--- config.mk ---
export PLATFORM = sky130hd
export DESIGN_NAME = stream_burst_ctrl
export DESIGN_NICKNAME = d
export VERILOG_FILES = /design/src/rtl/stream_burst_ctrl.sv
export SDC_FILE = /design/constraint.sdc
export NUM_CORES = 1
export LEC_CHECK = 0
export CAP_MARGIN = 20
export CORE_UTILIZATION = 40
export DETAILED_ROUTE_END_ITERATION = 10
export GPL_ROUTABILITY_DRIVEN = 0
export PLACE_DENSITY = 0.68
export RECOVER_POWER = 100
export SYNTH_ARGS = -nofsm -noshare
export SYNTH_HDL_FRONTEND = slang
export SYNTH_SLANG_ARGS = --single-unit
--- constraint.sdc ---
create_clock -name clk -period 3.3 [get_ports clk]
set_input_delay 0.825 -clock clk [delete_from_list [all_inputs] [get_ports clk]]
set_output_delay 0.825 -clock clk [all_outputs]
set_load 0.01 [all_outputs]
--- src/rtl/stream_burst_ctrl.sv ---
// stream_burst_ctrl
//
// Output-stream sequencer for the accelerator result path. It gathers
// per-core completion pulses into jobs and counts completed jobs in a small
// pending counter. For each job it walks the result buffer with a burst of
// read-enable/address pulses (stream_v/stream_a). The matching
// dst_valid/dst_last beat is presented one cycle later, which lines up with
// the buffer read latency.
//
// Handshake: dst_ready is a stall, not a per-beat accept. While dst_ready is
// low, the whole output pipeline freezes. That covers the FSM, the address
// counter and the dst_valid/dst_last registers. A beat issued on stream_v
// reaches dst_valid in the next cycle. It is taken by the first following
// cycle in which dst_ready is high.
//
// Ports:
//   clk, rst    clock; synchronous active-high reset
//   get_fin     per-core one-cycle completion pulse
//   core_mask   cores participating in a job (static while busy)
//   burst_len   beats per burst minus one, sampled when a burst starts
//   dst_ready   downstream ready / pipeline enable
//   dst_valid   registered output beat valid
//   dst_last    registered last-beat flag
//   stream_v    result-buffer read enable (combinational)
//   stream_a    result-buffer read address (registered counter)
//   busy        fins collected, jobs pending or burst running
//   pend_ovf    sticky: a completed job was dropped on a full queue
//   state_dbg   FSM state (0 = IDLE, 1 = RUN)
//   pend_dbg    pending-job counter

module stream_burst_ctrl #(
    parameter int CORE_NUM = 4,
    parameter int AW       = 8,
    parameter int PEND_W   = 4
) (
    input  logic                clk,
    input  logic                rst,
    input  logic [CORE_NUM-1:0] get_fin,
    input  logic [CORE_NUM-1:0] core_mask,
    input  logic [AW-1:0]       burst_len,
    input  logic                dst_ready,
    output logic                dst_valid,
    output logic                dst_last,
    output logic                stream_v,
    output logic [AW-1:0]       stream_a,
    output logic                busy,
    output logic                pend_ovf,
    output logic                state_dbg,
    output logic [PEND_W-1:0]   pend_dbg
);

    typedef enum logic {
        IDLE = 1'b0,
        RUN  = 1'b1
    } state_t;

    localparam logic [PEND_W-1:0] PEND_MAX = '1;
    localparam logic [PEND_W-1:0] PEND_ONE = PEND_W'(1);
    localparam logic [AW-1:0]     ADDR_ONE = AW'(1);

    state_t              state;
    logic [CORE_NUM-1:0] fin_seen;
    logic [CORE_NUM-1:0] fin_hit;
    logic [PEND_W-1:0]   pend;
    logic [AW-1:0]       len;
    logic                job_done;
    logic                start;
    logic                at_end;

    // A job completes once every masked core has reported. A pulse arriving
    // in the completing cycle counts directly and is not stored.
    assign fin_hit  = (fin_seen | get_fin) & core_mask;
    assign job_done = (core_mask != '0) && (fin_hit == core_mask);
    assign start    = (state == IDLE) && (pend != '0) && dst_ready;
    assign at_end   = (stream_a == len);

    assign stream_v  = (state == RUN) && dst_ready;
    assign busy      = (fin_seen != '0) || (pend != '0) || (state == RUN);
    assign state_dbg = state;
    assign pend_dbg  = pend;

    // Completion collection and the pending-job queue counter.
    always_ff @(posedge clk) begin
        if (rst) begin
            fin_seen <= '0;
            pend     <= '0;
            pend_ovf <= 1'b0;
        end else begin
            fin_seen <= job_done ? '0 : fin_hit;
            case ({job_done, start})
                2'b10: begin
                    // A full queue drops the job rather than wrapping the count.
                    if (pend == PEND_MAX) pend_ovf <= 1'b1;
                    else                  pend     <= pend + PEND_ONE;
                end
                2'b01:   pend <= pend - PEND_ONE;
                default: ;
            endcase
        end
    end

    // Burst FSM with its registered outputs. RUN always falls back to IDLE,
    // so back-to-back bursts are separated by exactly one idle cycle.
    always_ff @(posedge clk) begin
        if (rst) begin
            state     <= IDLE;
            len       <= '0;
            stream_a  <= '0;
            dst_valid <= 1'b0;
            dst_last  <= 1'b0;
        end else begin
            if (dst_ready) begin
                dst_valid <= (state == RUN);
                dst_last  <= (state == RUN) && at_end;
            end
            case (state)
                IDLE: begin
                    if (start) begin
                        state    <= RUN;
                        len      <= burst_len;
                        stream_a <= '0;
                    end
                end
                RUN: begin
                    if (dst_ready) begin
                        if (at_end) state    <= IDLE;
                        else        stream_a <= stream_a + ADDR_ONE;
                    end
                end
                default: state <= IDLE;
            endcase
        end
    end

endmodule

Yosys cells after proc, flatten, opt, wreduce, memory -nomap -nowiden:

Index checks and enable logic that the tools add are counted.

* add/sub/neg operators: 3
* bitwise gates (word level): 3
* equal/unequal tests: 9
* reduce and logical (&&, ||, !) cells: 16
* mux-type cells: 10

Operator list (number)
* 8-bit 2-to-1 mux: 3
* 8-bit one-hot mux with 2 select lines: 1
* 4-bit nonzero test: 3
* 8-bit by 1-bit adder with 8-bit output, second input constant: 1
* 8-bit == test: 1
* 2-bit != test, second input constant: 4
* 4-bit one-hot mux with 2 select lines: 1
* 2-bit AND reduction: 3
* 1-bit logical AND: 5
* 4-bit by 1-bit adder with 4-bit output, second input constant: 1
* 4-bit bitwise AND: 1
* 4-bit == test: 1
* 4-bit == test, second input constant: 1
* 4-bit 2-to-1 mux: 1
* 4-bit bitwise OR: 1
* 4-bit by 1-bit subtractor with 4-bit output, second input constant: 1
* 1-bit 2-to-1 mux: 3
* 3-bit AND reduction: 1
* 2-bit by 1-bit == test with 1-bit output, second input constant: 1
* 2-bit == test, second input constant: 1
* 1-bit logical OR: 2
* 1-bit one-hot mux with 2 select lines: 1
* 2-bit nonzero test: 1
* 2-bit OR reduction: 1
* 1-bit NOT: 1

* word-level logic and storage cells: 49
* bits of input ports: 19
* register bits after elaboration: 28
* output and inout bits: 18

Depth between registers and ports, before layout:

Gate-level depths: netlist of the first run.

* word-level depth: 7
* depth in mapped cells: 11
* depth with buffers taken out: 11

Least setup slack after synthesis of the first run:

No wires, ideal clock.

* path type: input to register
* from: input port core_mask[1]
* to: register pend[3] (netlist: pend_dbg[3])
* stages: 11
* data arrival time: 2.885 ns
* path buffers: 0
* setup slack: 0.292 ns
* library setup time: 0.123 ns
* data required time: 3.177 ns
* cell sequence: nor3b_1 > a221o_1 > nor3_4 > or2b_4 > inv_2 > ha_1 > a21o_1 > a21oi_1 > nor3_1 > a22oi_1 > mux2_1

* word-level cells in the longest chain between the ends: 6
* elaborated cells between the ends (all ways): 10
* classes of those cells: eq/ne (4); mux (1); bitwise (1); reduce/logical (4)

Ends and longest elaborated chain
* start: declaration: line 39 `input logic [CORE_NUM-1:0] core_mask,`
* 4-bit bitwise AND: line 72 `assign fin_hit = (fin_seen | get_fin) & core_mask;`
* 4-bit == test: line 73 `assign job_done = (core_mask != '0) && (fin_hit == core_mask);`
* 1-bit logical AND *: line 73
* 2-bit == test or 2-bit by 1-bit == test with 1-bit output (tied branches): line 90 `case ({job_done, start})`
* 2-bit != test (no source line) or 2-bit nonzero test (tied branches)
* 2-bit AND reduction (no source line)
* end signal: assignment: line 94 `else pend <= pend + PEND_ONE;`
* end signal: assignment: line 96 `2'b01: pend <= pend - PEND_ONE;`
* end: declaration: line 64 `logic [PEND_W-1:0] pend;`

Every way passes the cells marked *; elsewhere a longest branch is shown, timed or not.
A chain may end at the register's enable or synchronous reset.

Worst setup path after layout of the first run:

* from: input port core_mask[0]
* to: register pend[3] (netlist: pend_dbg[3])

The elaborated chain is that of the path after synthesis.

==> results of run 1 <==
[final cells by class]
| class | instances | area (um^2) |
|---|---|---|
| fill | 347 | 1450 |
| tap | 46 | 57.6 |
| sequential | 28 | 561 |
| inverter | 6 | 22.5 |
| timing repair buffer | 48 | 439 |
| multi-input combinational | 127 | 798 |
| clock buffer | 4 | 36.3 |
[worst max path at each step]
| stage | from | end | slack (ps) | cells past startpoint |
|---|---|---|---|---|
| final | core_mask[0] | pend_dbg[3] | 230 | 12 |
| after global routing | core_mask[0] | pend_dbg[3] | 100 | 12 |
| after global placement | get_fin[2] | pend_dbg[3] | -30 | 12 |
| after floorplan | core_mask[1] | pend_dbg[3] | 290 | 11 |
| after CTS | get_fin[2] | pend_dbg[3] | 250 | 12 |
| after detailed placement | get_fin[2] | pend_dbg[3] | -110 | 12 |
[registers in the layout (all words and copies together), names as in the netlist]
name       cells
dst_last       1
state_dbg      1
dst_valid      1
pend_dbg       4
pend_ovf       1
stream_a       8
fin_seen       4
len            8
[power breakdown]
| part | switching (W) | internal (W) | total [W] |
|---|---|---|---|
| logic | 0.000312 | 0.000275 | 0.000586 |
| registers | 0.0000607 | 0.000399 | 0.000460 |
| clock network | 0.0000984 | 0.0000674 | 0.000166 |
| total | 0.000471 | 0.000742 | 0.00121 |
[per-layer routing]
| layer | vias up | global-route usage, % | part of all wire, % |
|---|---|---|---|
| met5 | - | 0 | 0 |
| met4 | 0 | 4.87 | 0.69 |
| met3 | 2 | 2.52 | 3.1 |
| met2 | 26 | 33.7 | 49 |
| met1 | 612 | 22.3 | 47 |
| li1 | 677 | - | - |
[tightest hold or removal path, stage by stage (launching register included)]
cell	delay (ps)
dfxtp_1	340
nand2_1	60
a21oi_1	50
[cell usage in the layout, fill, tap and decap left out, types with 3 or more instances in the layout]
master           synthesis  final
clkdlybuf4s50_1          0     18
ha_1                     3      3
xor2_1                   9      9
a21oi_1                 13     14
nor2_1                  17     17
nor3_1                  10     10
mux2_1                   4      4
nand2_1                 28     28
nand3_1                  4      4
clkbuf_1                 4      3
buf_4                    0      9
dlygate4sd3_1            0     18
inv_1                    5      5
clkbuf_4                 0      3
dfxtp_1                 28     28
[cells in the mapped netlist (2+ instances only)]
master    count  area share (%)
nand2_1      28             7.5
nor3_1       10             3.6
xnor2_1       2             1.2
a211oi_1      2             1.1
mux2_1        4             3.2
nand3_1       4             1.4
nor3b_1       2             1.1
ha_1          3             2.7
a31oi_1       2            0.89
inv_1         5             1.3
nor2b_1       2            0.89
nor4_1        2            0.89
a31o_2        2             1.2
clkbuf_1      4             1.1
nor4_2        2             1.8
a21oi_1      13             4.6
dfxtp_1      28              40
o21ai_0       2            0.71
nor2_1       17             4.5
nor4b_1       2             1.2
a21oi_2       2             1.2
xor2_1        9             5.6
[through the flow]
step | hold WS (ps) | power [W]
final | 475 | 0.00121
after floorplan | 448 | 0.000820
after global routing | 502 | 0.00130
after CTS | 483 | 0.00126
after global placement | 456 | 0.00107
after detailed placement | 463 | 0.00109
[kinds of logic after synthesis]
kind of cell / after synthesis / share of synthesized area (%)
AO/OA/AOI/OAI: 30 / 14.0
XOR/XNOR: 11 / 6.84
adder cells (fa/ha/maj): 4 / 4.09
buffers and inverters: 11 / 3.02
flip-flops: 28 / 39.8
multiplexers: 6 / 4.71
AND/OR/NAND/NOR: 76 / 27.5
==> PnR_summary.wiki, run 1 <==
{| class="wikitable"
! Metric !! Value
|-
| Status || finished, final reports clean
|-
| Number of global-route vias before repair || 1,237
|-
| WS Path Type || input pin to flop
|-
| Number of antenna-violating nets in the routed design || 0
|-
| Initial antenna violation count || 0
|-
| Wirelength per Cell || 12.4 um
|-
| Power per cell area || 633 mW/mm^2
|-
| End of the worst register-to-register path || pend_dbg[3]
|-
| Worst Hold Launch || dst_valid
|-
| Maximum level of the CTS H-tree || 1
|-
| Cell chosen for the clock root || clkbuf_4
|-
| Number of placed instances with taps included || 255
|-
| Final nets || 237
|-
| Final cell utilization of the core || 56.9%
|-
| Transition time at the pin with the least slew margin || 1320 ps
|-
| Average via count per standard cell || 5.08
|-
| Global-route wire length before repair || 5.15 mm
|-
| Tmin final || 3070 ps
|-
| Max Slew Vio Count || 0
|-
| R2r startpoint || pend_dbg[0]
|-
| Final hold violations || 0
|-
| Remaining DRCs || 0
|-
| Clock tree from TritonCTS || done
|-
| Worst Setup End Kind || flop
|-
| Die H || 61.3 um
|-
| Number of max-cap violations || 0
|-
| Synthesized netlist net count || 189
|-
| Number of violations reported at the end of detailed-routing iteration 0 || 64
|-
| Count of cells resized by post-cts repair || 0
|-
| Worst hold path endpoint || dst_valid
|-
| Overall track demand over capacity in global routing || 18.3%
|-
| Class of the tightest hold or removal check || flop to flop
|-
| Width of the die || 61.3 um
|-
| # rows || 21
|-
| Maximum clock insertion buffer count || 2
|-
| Port buffer count || 36
|-
| Die Outline Area || 0.00376 mm^2
|-
| Post-synthesis register bit count || 28
|-
| Async set-or-reset flop fraction in the synthesized netlist || 0%
|-
| Dominant delay contributor by cell family on the critical path || simple AND/OR/NAND/NOR gates
|-
| Ratio of final minimum period to clock period || 93.1%
|-
| DP HPWL || 2.46 mm
|-
| Instance area at placement || 0.00190 mm^2
|-
| Post-CTS Repair Setup Buffers || 0
|-
| Post-synthesis average cell area || 8.48 um^2
|-
| Starting density of the core || 41.9%
|-
| Number of distinct library cells after synthesis || 41
|-
| Share of post-route cells with drive strength above 1 || 10.8%
|-
| Warning count from the yosys run || 0
|-
| Source-to-sink clock delay at the later pin of the worst-skew pair || 320 ps
|-
| Setup repair after global routing missed its margin || false
|-
| Count of flip-flops with a built-in enable after synthesis || 0
|-
| Area of the placeable core || 0.00336 mm^2
|-
| Slew headroom || 12.1%
|-
| Worst-case vdd ir drop || 379 uV
|-
| Worst-path maximum fanout || 3
|-
| Arrival time at the worst endpoint || 3300 ps
|-
| Cell count after synthesis || 166
|-
| Crit path setup slack, layout || 226 ps
|-
| Overall routed net length || 3.21 mm
|-
| Number of top-level pins || 37
|-
| Sequence of cells on the critical path || clkdlybuf4s50_1, nor4_1, clkbuf_1, nor3_4, or2b_2, inv_2, ha_1, a21o_1, a21oi_1, nor3_1, a22oi_1, mux2_1
|-
| Area of all placed cells without fillers || 0.00191 mm^2
|-
| Critical Path RT || 3520 ps
|-
| Overall overflow remaining after global route || 0
|-
| R2R cell count || 11
|-
| Setup slack of the most critical reg-to-reg path || 820 ps
|-
| Worst hold path cell count || 2
|-
| Total via count after detailed routing || 1,317
|-
| Leak pwr || 0.835 nW
|-
| Final setup viols || 0
|-
| Worst-path clk slew || 150 ps
|-
| Post-Route Skew || 6.35 ps
|-
| Area overhead of the layout relative to synthesis || 36.0%
|-
| Max Fclk || 325 MHz
|-
| Sequential share of the synthesized area || 39.8%
|-
| Setup TNS Final || 0 ps
|-
| Count of buffer and inverter cells on the critical path || 3
|-
| Largest net degree at the start of global routing || 32
|-
| Area of the mapped netlist || 0.00141 mm^2
|-
| Hold-fix buffer count after cts || 0
|-
| Ys flop type || dfxtp_1
|-
| Delay of the slowest cell on the worst path || 440 ps
|-
| Kind of launch point of the worst setup path || input pin
|-
| Max stage delay cell, worst path || clkdlybuf4s50_1
|-
| Post-placement worst setup slack || -110 ps
|-
| Number of sinks driven by the clock tree || 28
|-
| Diode count || 0
|-
| Detailed-router iteration count before antenna repair || 4
|-
| Number of buffers inserted during clock tree synthesis || 3
|-
| Number of non-filler instances in the completed layout || 259
|}
No activity file was read; power rests on OpenSTA's default activity.
==> inputs of run 2 (changes only) <==
REMOVE_ABC_BUFFERS = 1   (was default)
==> PnR_summary.wiki, run 2 (synthesis gave the netlist of run 1 again) <==
{| class="wikitable"
! Metric !! Value
|-
| Biggest registers after layout || len: 8 flops, stream_a: 8 flops
|-
| Area overhead of the layout relative to synthesis || 34.9%
|-
| Sequence of cells on the critical path || clkdlybuf4s50_1, nor4_1, clkbuf_1, nor3_4, or2b_4, inv_1, ha_1, a21o_1, a21oi_1, nor3_1, a22oi_1, mux2_1
|-
| Number of antenna-violating nets in the routed design || 0 (unchanged)
|-
| Instance area at placement || 0.00189 mm^2 (-0.40%)
|-
| Transition time at the pin with the least slew margin || 1360 ps (+38.0 ps)
|-
| Tmin final || 3080 ps (+7.36 ps)
|-
| Worst hold path cell count || 2 (unchanged)
|-
| R2R cell count || 11 (unchanged)
|-
| Die Outline Area || 0.00376 mm^2 (unchanged)
|-
| Worst Setup End Kind || flop
|-
| Number of buffers inserted during clock tree synthesis || 3 (unchanged)
|-
| Post-Route Skew || 1.47 ps (-4.89 ps)
|-
| Post-CTS Repair Setup Buffers || 0 (unchanged)
|-
| Remaining DRCs || 0 (unchanged)
|-
| Area of all placed cells without fillers || 0.00190 mm^2 (-0.78%)
|-
| Kind of launch point of the worst setup path || input pin
|-
| Worst-case vdd ir drop || 310 uV (-18%)
|-
| Area of the placeable core || 0.00336 mm^2 (unchanged)
|-
| Final hold violations || 0 (unchanged)
|-
| Overall routed net length || 3.16 mm (-1.5%)
|-
| Cell chosen for the clock root || clkbuf_4
|-
| Class of the tightest hold or removal check || flop to flop
|-
| Average via count per standard cell || 5.23 (+2.8%)
|-
| Clock tree from TritonCTS || done
|-
| Status || finished, final reports clean
|-
| Source-to-sink clock delay at the later pin of the worst-skew pair || 320 ps (about the same)
|-
| Delay of the slowest cell on the worst path || 450 ps (about the same)
|-
| Global-route wire length before repair || 5.49 mm (+6.7%)
|-
| DP HPWL || 2.34 mm (-5.2%)
|-
| Number of global-route vias before repair || 1,317 (+6.5%)
|-
| Total via count after detailed routing || 1,343 (+2.0%)
|-
| Critical Path RT || 3520 ps (about the same)
|-
| Worst-path maximum fanout || 3 (unchanged)
|-
| Detailed-router iteration count before antenna repair || 4 (unchanged)
|-
| Wirelength per Cell || 12.3 um (-0.73%)
|-
| Diode count || 0 (unchanged)
|-
| Number of top-level pins || 37 (unchanged)
|-
| Initial antenna violation count || 0 (unchanged)
|-
| Slew headroom || 9.61% (-2.5 points)
|-
| Number of violations reported at the end of detailed-routing iteration 0 || 56 (-13%)
|-
| Arrival time at the worst endpoint || 3310 ps (about the same)
|-
| Maximum clock insertion buffer count || 2 (unchanged)
|-
| Final nets || 236 (-0.42%)
|-
| Share of post-route cells with drive strength above 1 || 9.95% (-0.85 points)
|-
| Hold-fix buffer count after cts || 0 (unchanged)
|-
| Most frequent cells in the layout || nand2_1, dfxtp_1, dlygate4sd3_1
|-
| Launching instance or port of the critical path || core_mask[0]
|-
| Overall overflow remaining after global route || 0 (unchanged)
|-
| Number of sinks driven by the clock tree || 28 (unchanged)
|-
| # rows || 21 (unchanged)
|-
| Max Slew Vio Count || 0 (unchanged)
|-
| Max stage delay cell, worst path || clkdlybuf4s50_1
|-
| Worst Hold Launch || dst_valid
|-
| Width of the die || 61.3 um (unchanged)
|-
| Filler Cells Inserted || 345 (-0.58%)
|-
| Final setup viols || 0 (unchanged)
|-
| Worst-path clk slew || 140 ps (about the same)
|-
| Overall track demand over capacity in global routing || 19.5% (+1.2 points)
|-
| Setup repair after global routing missed its margin || false
|-
| R2r startpoint || fin_seen[2]
|-
| Max Fclk || 325 MHz (-0.24%)
|-
| Die H || 61.3 um (unchanged)
|-
| Port buffer count || 36 (unchanged)
|-
| Starting density of the core || 41.9% (unchanged)
|-
| Maximum level of the CTS H-tree || 1 (unchanged)
|-
| Ratio of final minimum period to clock period || 93.4% (+0.22 points)
|-
| Number of max-cap violations || 0 (unchanged)
|-
| Post-route worst hold slack || 471 ps (-4.67 ps)
|-
| WS Path Type || input pin to flop
|-
| Count of cells resized by post-cts repair || 0 (unchanged)
|-
| Leak pwr || 0.831 nW (-0.54%)
|-
| Largest net degree at the start of global routing || 32 (unchanged)
|-
| Power per cell area || 623 mW/mm^2 (-1.5%)
|}
[run 2: power breakdown]
| group | internal (W) | switching (W) |
|---|---|---|
| logic | 0.000281 | 0.000303 |
| registers | 0.000399 | 0.0000622 |
| clock network | 0.0000428 | 0.0000954 |
[run 2: final timing paths]
check                              endpoint  slack (ps)
worst min-delay path              dst_valid         470
worst max register to register  pend_dbg[3]         830
worst max-delay path            pend_dbg[3]         220
worst min register to register    dst_valid         470
[run 2: layout make-up]
type / instances / area (um^2) / share of cell area [%]
flip-flops and latches: 28 / 561 / 29.5
repair buffers: 47 / 435 / 22.9
well taps: 46 / 57.6 / 3.03
inverters: 6 / 22.5 / 1.19
clock buffers: 3 / 22.5 / 1.19
multi-input cells: 127 / 801 / 42.2
[run 2: per-layer routing]
layer	GRT usage, %	part of all wire (%)
met1	23.4	44
met2	34.0	51
met3	3.57	4.2
met4	8.44	0.44
met5	0	0
[run 2: through the flow]
step / cells / setup WS [ps] / setup TNS [ps] / util (%) / power [W]
final: 257 / 219 / 0 / 56.5 / 0.00118
after global routing: 257 / 76.2 / 0 / 56.5 / 0.00129
after CTS: 257 / 241 / 0 / 56.8 / 0.00123
after detailed placement: 254 / -124 / -124 / 56.1 / 0.00108
after global placement: 254 / -19.2 / -19.2 / 56.1 / 0.00107
after floorplan: 161 / 180 / 0 / - / 0.000807
[run 2: worst max-delay path, delay by kind of cell]
kind            cells  cell delay [ps]
compound gates      3              510
fa+ha+maj           1              230
buf+inv             3              710
mux                 1              330
simple gates        4              720
